==> src/rtl/if_id_latch_if.sv <==
// IF/ID pipeline-register bus: fetch-side inputs and hazard controls in,
// registered decode-side outputs out.
interface if_id_latch_if #(
    parameter int WIDTH = 32
);
    // Handshake: there is no valid/ready pair. When en=1 the latch accepts
    // npc/instr on every rising edge. en=0 stalls (holds) and flush=1 squashes,
    // with flush taking priority. valid_out marks a real instruction in instrout.
    logic             en;
    logic             flush;
    logic [WIDTH-1:0] npc;
    logic [WIDTH-1:0] instr;
    logic [WIDTH-1:0] npcout;
    logic [WIDTH-1:0] instrout;
    logic             valid_out;

    modport master (
        output en, flush, npc, instr,
        input  npcout, instrout, valid_out
    );

    modport slave (
        input  en, flush, npc, instr,
        output npcout, instrout, valid_out
    );
endinterface

==> src/rtl/if_id_latch.sv <==
// IF/ID pipeline register. It captures npc/instr on each edge, supports
// stall (hold) and flush (bubble), and tracks whether the slot is valid.
module if_id_latch #(
    parameter int               WIDTH     = 32,
    parameter logic [WIDTH-1:0] NOP_INSTR = '0
) (
    input  logic         clk,
    input  logic         rst,
    if_id_latch_if.slave bus
);

    logic [WIDTH-1:0] npc_q,   npc_d;
    logic [WIDTH-1:0] instr_q, instr_d;
    logic             valid_q, valid_d;

    // Flush is tested before en. A squashed slot never samples the data
    // inputs, so X on npc/instr during a flush or stall cannot reach the flops.
    always_comb begin
        npc_d   = npc_q;
        instr_d = instr_q;
        valid_d = valid_q;
        if (bus.flush) begin
            npc_d   = '0;
            instr_d = NOP_INSTR;
            valid_d = 1'b0;
        end else if (bus.en) begin
            npc_d   = bus.npc;
            instr_d = bus.instr;
            valid_d = 1'b1;
        end
    end

    always_ff @(posedge clk or posedge rst) begin
        if (rst) begin
            npc_q   <= '0;
            instr_q <= NOP_INSTR;
            valid_q <= 1'b0;
        end else begin
            npc_q   <= npc_d;
            instr_q <= instr_d;
            valid_q <= valid_d;
        end
    end

    assign bus.npcout    = npc_q;
    assign bus.instrout  = instr_q;
    assign bus.valid_out = valid_q;

endmodule

==> src/flat_wrapper.sv <==
// flat-port wrapper written by rule: the top's interface ports become plain ports
module if_id_latch_flat 
#(
    parameter int               WIDTH     = 32,
    parameter logic [WIDTH-1:0] NOP_INSTR = '0
)
  (clk, rst, bus_en, bus_flush, bus_npc, bus_instr, bus_npcout, bus_instrout, bus_valid_out);
  if_id_latch_if #(.WIDTH(WIDTH)) bus_i ();
  input  logic clk;
  input  logic rst;
  input wire logic [$bits(bus_i.en)-1:0] bus_en;
  input wire logic [$bits(bus_i.flush)-1:0] bus_flush;
  input wire logic [$bits(bus_i.npc)-1:0] bus_npc;
  input wire logic [$bits(bus_i.instr)-1:0] bus_instr;
  output wire logic [$bits(bus_i.npcout)-1:0] bus_npcout;
  output wire logic [$bits(bus_i.instrout)-1:0] bus_instrout;
  output wire logic [$bits(bus_i.valid_out)-1:0] bus_valid_out;
  assign bus_i.en = bus_en;
  assign bus_i.flush = bus_flush;
  assign bus_i.npc = bus_npc;
  assign bus_i.instr = bus_instr;
  assign bus_npcout = bus_i.npcout;
  assign bus_instrout = bus_i.instrout;
  assign bus_valid_out = bus_i.valid_out;
  if_id_latch #(.WIDTH(WIDTH), .NOP_INSTR(NOP_INSTR)) u_core (.clk(clk), .rst(rst), .bus(bus_i));
endmodule
==> config.mk <==
export PLATFORM = sky130hd
export DESIGN_NAME = if_id_latch_flat
export DESIGN_NICKNAME = d
export VERILOG_FILES = /design/src/rtl/if_id_latch_if.sv /design/src/rtl/if_id_latch.sv /design/src/flat_wrapper.sv
export SDC_FILE = /design/constraint.sdc
export NUM_CORES = 1
export LEC_CHECK = 0
export ABC_CLOCK_PERIOD_IN_PS = 2000
export CAP_MARGIN = 20
export CORE_MARGIN = 2
export CORE_UTILIZATION = 56
export DETAILED_ROUTE_END_ITERATION = 12
export DONT_BUFFER_PORTS = 1
export PLACE_DENSITY = 0.7
export SLEW_MARGIN = 20
export SYNTH_ARGS = -nofsm -noshare
export SYNTH_HDL_FRONTEND = slang
export SYNTH_SLANG_ARGS = --single-unit
==> constraint.sdc <==
create_clock -name clk -period 2 [get_ports clk]
set_input_delay 0.4 -clock clk [delete_from_list [all_inputs] [get_ports clk]]
set_output_delay 0.4 -clock clk [all_outputs]
set_load 0.03 [all_outputs]
==> key figures <==
Worst setup path
  • Crit-path max FO: 2
  • Worst path arrival time: 0.86 ns
  • Reg2Reg Depth: 2
  • Critical path class: reg2out
  • Worst Path Required: about 1.6 ns
  • Crit end category: output pin
  • Crit path launch type: flip-flop
  • WP depth: 0

CTS
  • Clock sink count: 65
  • CTS resizes: 0
  • Root Buffer: clkbuf_8
  • TritonCTS Buffers: 9
  • Clock latency on the worst-skew pair: around 0.32 ns
  • Clock buffer depth: 2
  • Hold Buf Count CTS: 0
  • Worst-path clk slew: ~0.070 ns
  • Postcts setup bufs: 0
  • H-tree Lvls: 3
  • CTS tree: built

Cells and area
  • Nets: around 280
  • ANT cells: 0
  • Cell Count, Final, Fillers Out: ~260
  • FF/Latch Area: approximately 1600 sq um
  • Finished Cell Area: 2770 sq um
  • Layout area overhead: 4.88%
  • Filler cells: 375
  • Final core utilization: about 62%
  • Share of cells above drive strength 1: ~7.5%
  • Area of the multi-input gates: slightly below 900 sq um

Power and ir drop
  • Max VDD drop: ~0.00053 V
  • Total chip power: between 2 and 3 mW
  • Pwr Density: 961 nW/um^2
  • Leak: roughly 1.5 nW

Logic synthesis
  • Synth area leaders: dfrtp_1 62%, mux2i_1 24%, nor2_1 9.4%
  • Top FF cell, synth: dfrtp_1
  • #FFs+latches synth: between 60 and 70
  • Largest family of logic cells by synthesized area: multiplexers
  • Post-synthesis sequential area ratio: 61.6%
  • Syn avg cell area: 12.6 sq um
  • Async set-reset flop share out of synthesis: 100%
  • EDFF count, synth: 0
  • Post-synthesis compound-gate area fraction: 0%
  • Syn Inst Count: 210
  • Post-Synth XOR/XNOR Area: 0%
  • Post-synthesis mux area share: approximately a quarter
  • Yosys top cell by area: dfrtp_1
  • Post-synth top cells: 66 x nor2_1, 65 x dfrtp_1, 64 x mux2i_1, 6 x clkbuf_1, 5 x buf_8
  • Post-Syn Area: between 2000 and 3000 sq um
  • Adder-cell area share of the yosys netlist: 0%
  • Most frequent cell after synthesis: nor2_1
  • Simple-Gate Fraction of Synth Area: a little under a tenth
  • Yosys top cell area share: 61.6%
  • Ys Warns: 0
  • Synth cell types: 9
  • Syn Nets: ~280

STA
  • Worst relative slew slack: roughly 53%
  • Setup ws final: approximately 0.74 ns
  • Min Tclk post-route: about 1.3 ns
  • Slew Viols, Final: 0
  • Final setup viols: 0
  • Setup TNS: 0 ns
  • Max Fclk: a little under 800 MHz
  • Fin Hold WS: about 0.043 ns
  • Final Hold Vio Count: 0
  • Final worst-path cycle share: between 60 and 70%
  • RSZ-0062 raised after global routing: no
  • Worst slew pin tran: around 0.70 ns
  • Clk_skew: 0 ns

Floorplan
  • Initial Util: roughly 59%
  • IO Pins: roughly 130
  • Die footprint: roughly 5300 sq um
  • Core ar.: 4440 sq um
  • Chip width: approximately 73 um
  • # rows: 24
  • Die height: about 73 um

Routing
  • Drt total wl: approximately 5000 um
  • Final ANT Viol Nets: 0
  • Drc violations: 0
  • Via count: ~1500
  • DR WL/cell: between 15 and 20 um
  • Initial DRC count: slightly above 60
  • DRT Pass-1 Iters: 4
  • Via density: between 5 and 6

GRT
  • GR peak layer: met2
  • Grt ovf: 0
  • GRT Total Usage: a little under a fifth
  • Met1 Use GR: approximately 22%
  • Pin count of the biggest net entering global routing: 66
  • Vias in the first global route: between 1500 and 2000
  • First-pass GRT wire length: 7430 um
  • Met2 usage: ~29%
  • Met3 usage: under 10%
  • Initial antenna violation count: 0

Placed design
  • Post-Place Worst Slack: slightly below 1 ns
  • Placement Cell Area: around 2600 sq um
  • Inst Count DP: 249
  • PortBufs: 0
  • DP HPWL: between 3000 and 4000 um
  • Global placement routability congestion: between 0.7 and 0.8

Hold path
  • Hold Crit Class: in2async

Status
  • Status: completed

Job
  • Max Cap Viol: 0
-- cells in the final DEF (no fill, tap or decap), drive strengths merged --
cell / instances
buf: 1
clkbuf: 11
clkinv: 4
clkinvlp: 1
dfrtp: 65
mux2i: 64
nor2: 66
-- sequential cells by signal, indices dropped and copies added (netlist names) --
| signal | cells |
|---|---|
| u_core.bus.valid_out | 1 |
| u_core.bus.npcout | 32 |
| u_core.bus.instrout | 32 |
-- power breakdown --
group	switching, mW	leakage [nW]	internal, mW
logic	0.0714	0.507	0.0813
registers	0.206	0.862	1.39
clock network	0.447	0.0887	0.468
-- worst reg2reg max path: stages (launching register included) --
cell     delay (ns)
dfrtp_1        0.49
mux2i_1        0.23
nor2_1         0.06
-- cell type report --
type | instances | share of cell area, %
Timing Repair Buffer | 1 | 0.723
Tap cell | 52 | 2.35
Multi-Input combinational cell | 130 | 32.1
Clock buffer | 11 | 5.11
Inverter | 1 | 0.271
Clock inverter | 4 | 0.723
Sequential cell | 65 | 58.7
-- path summary, 6_finish.rpt --
kind	start	to	slack, ns
min	rst	u_core.bus.npcout[26]	0.04
max reg2reg	u_core.bus.npcout[14]	u_core.bus.npcout[14]	1.11
max in group asynchronous	rst	u_core.bus.npcout[15]	1.37
min in group clk	bus_flush	u_core.bus.instrout[15]	0.13
min reg2reg	u_core.bus.valid_out	u_core.bus.valid_out	0.70
max	u_core.bus.instrout[24]	bus_instrout[24]	0.74
-- layer usage --
metal	vias to the layer above	share of wire, %
met2	82	48
met1	736	39
met4	0	1.9
met3	12	10
met5	-	0
li1	683	-
-- cells by family (layout without fill, tap and decap cells) --
group	Yosys count	count (layout)
muxes	64	64
and+or+nand+nor	66	66
buffers and inverters	15	17
DFF	65	65
(Power assumes the default switching activity.)
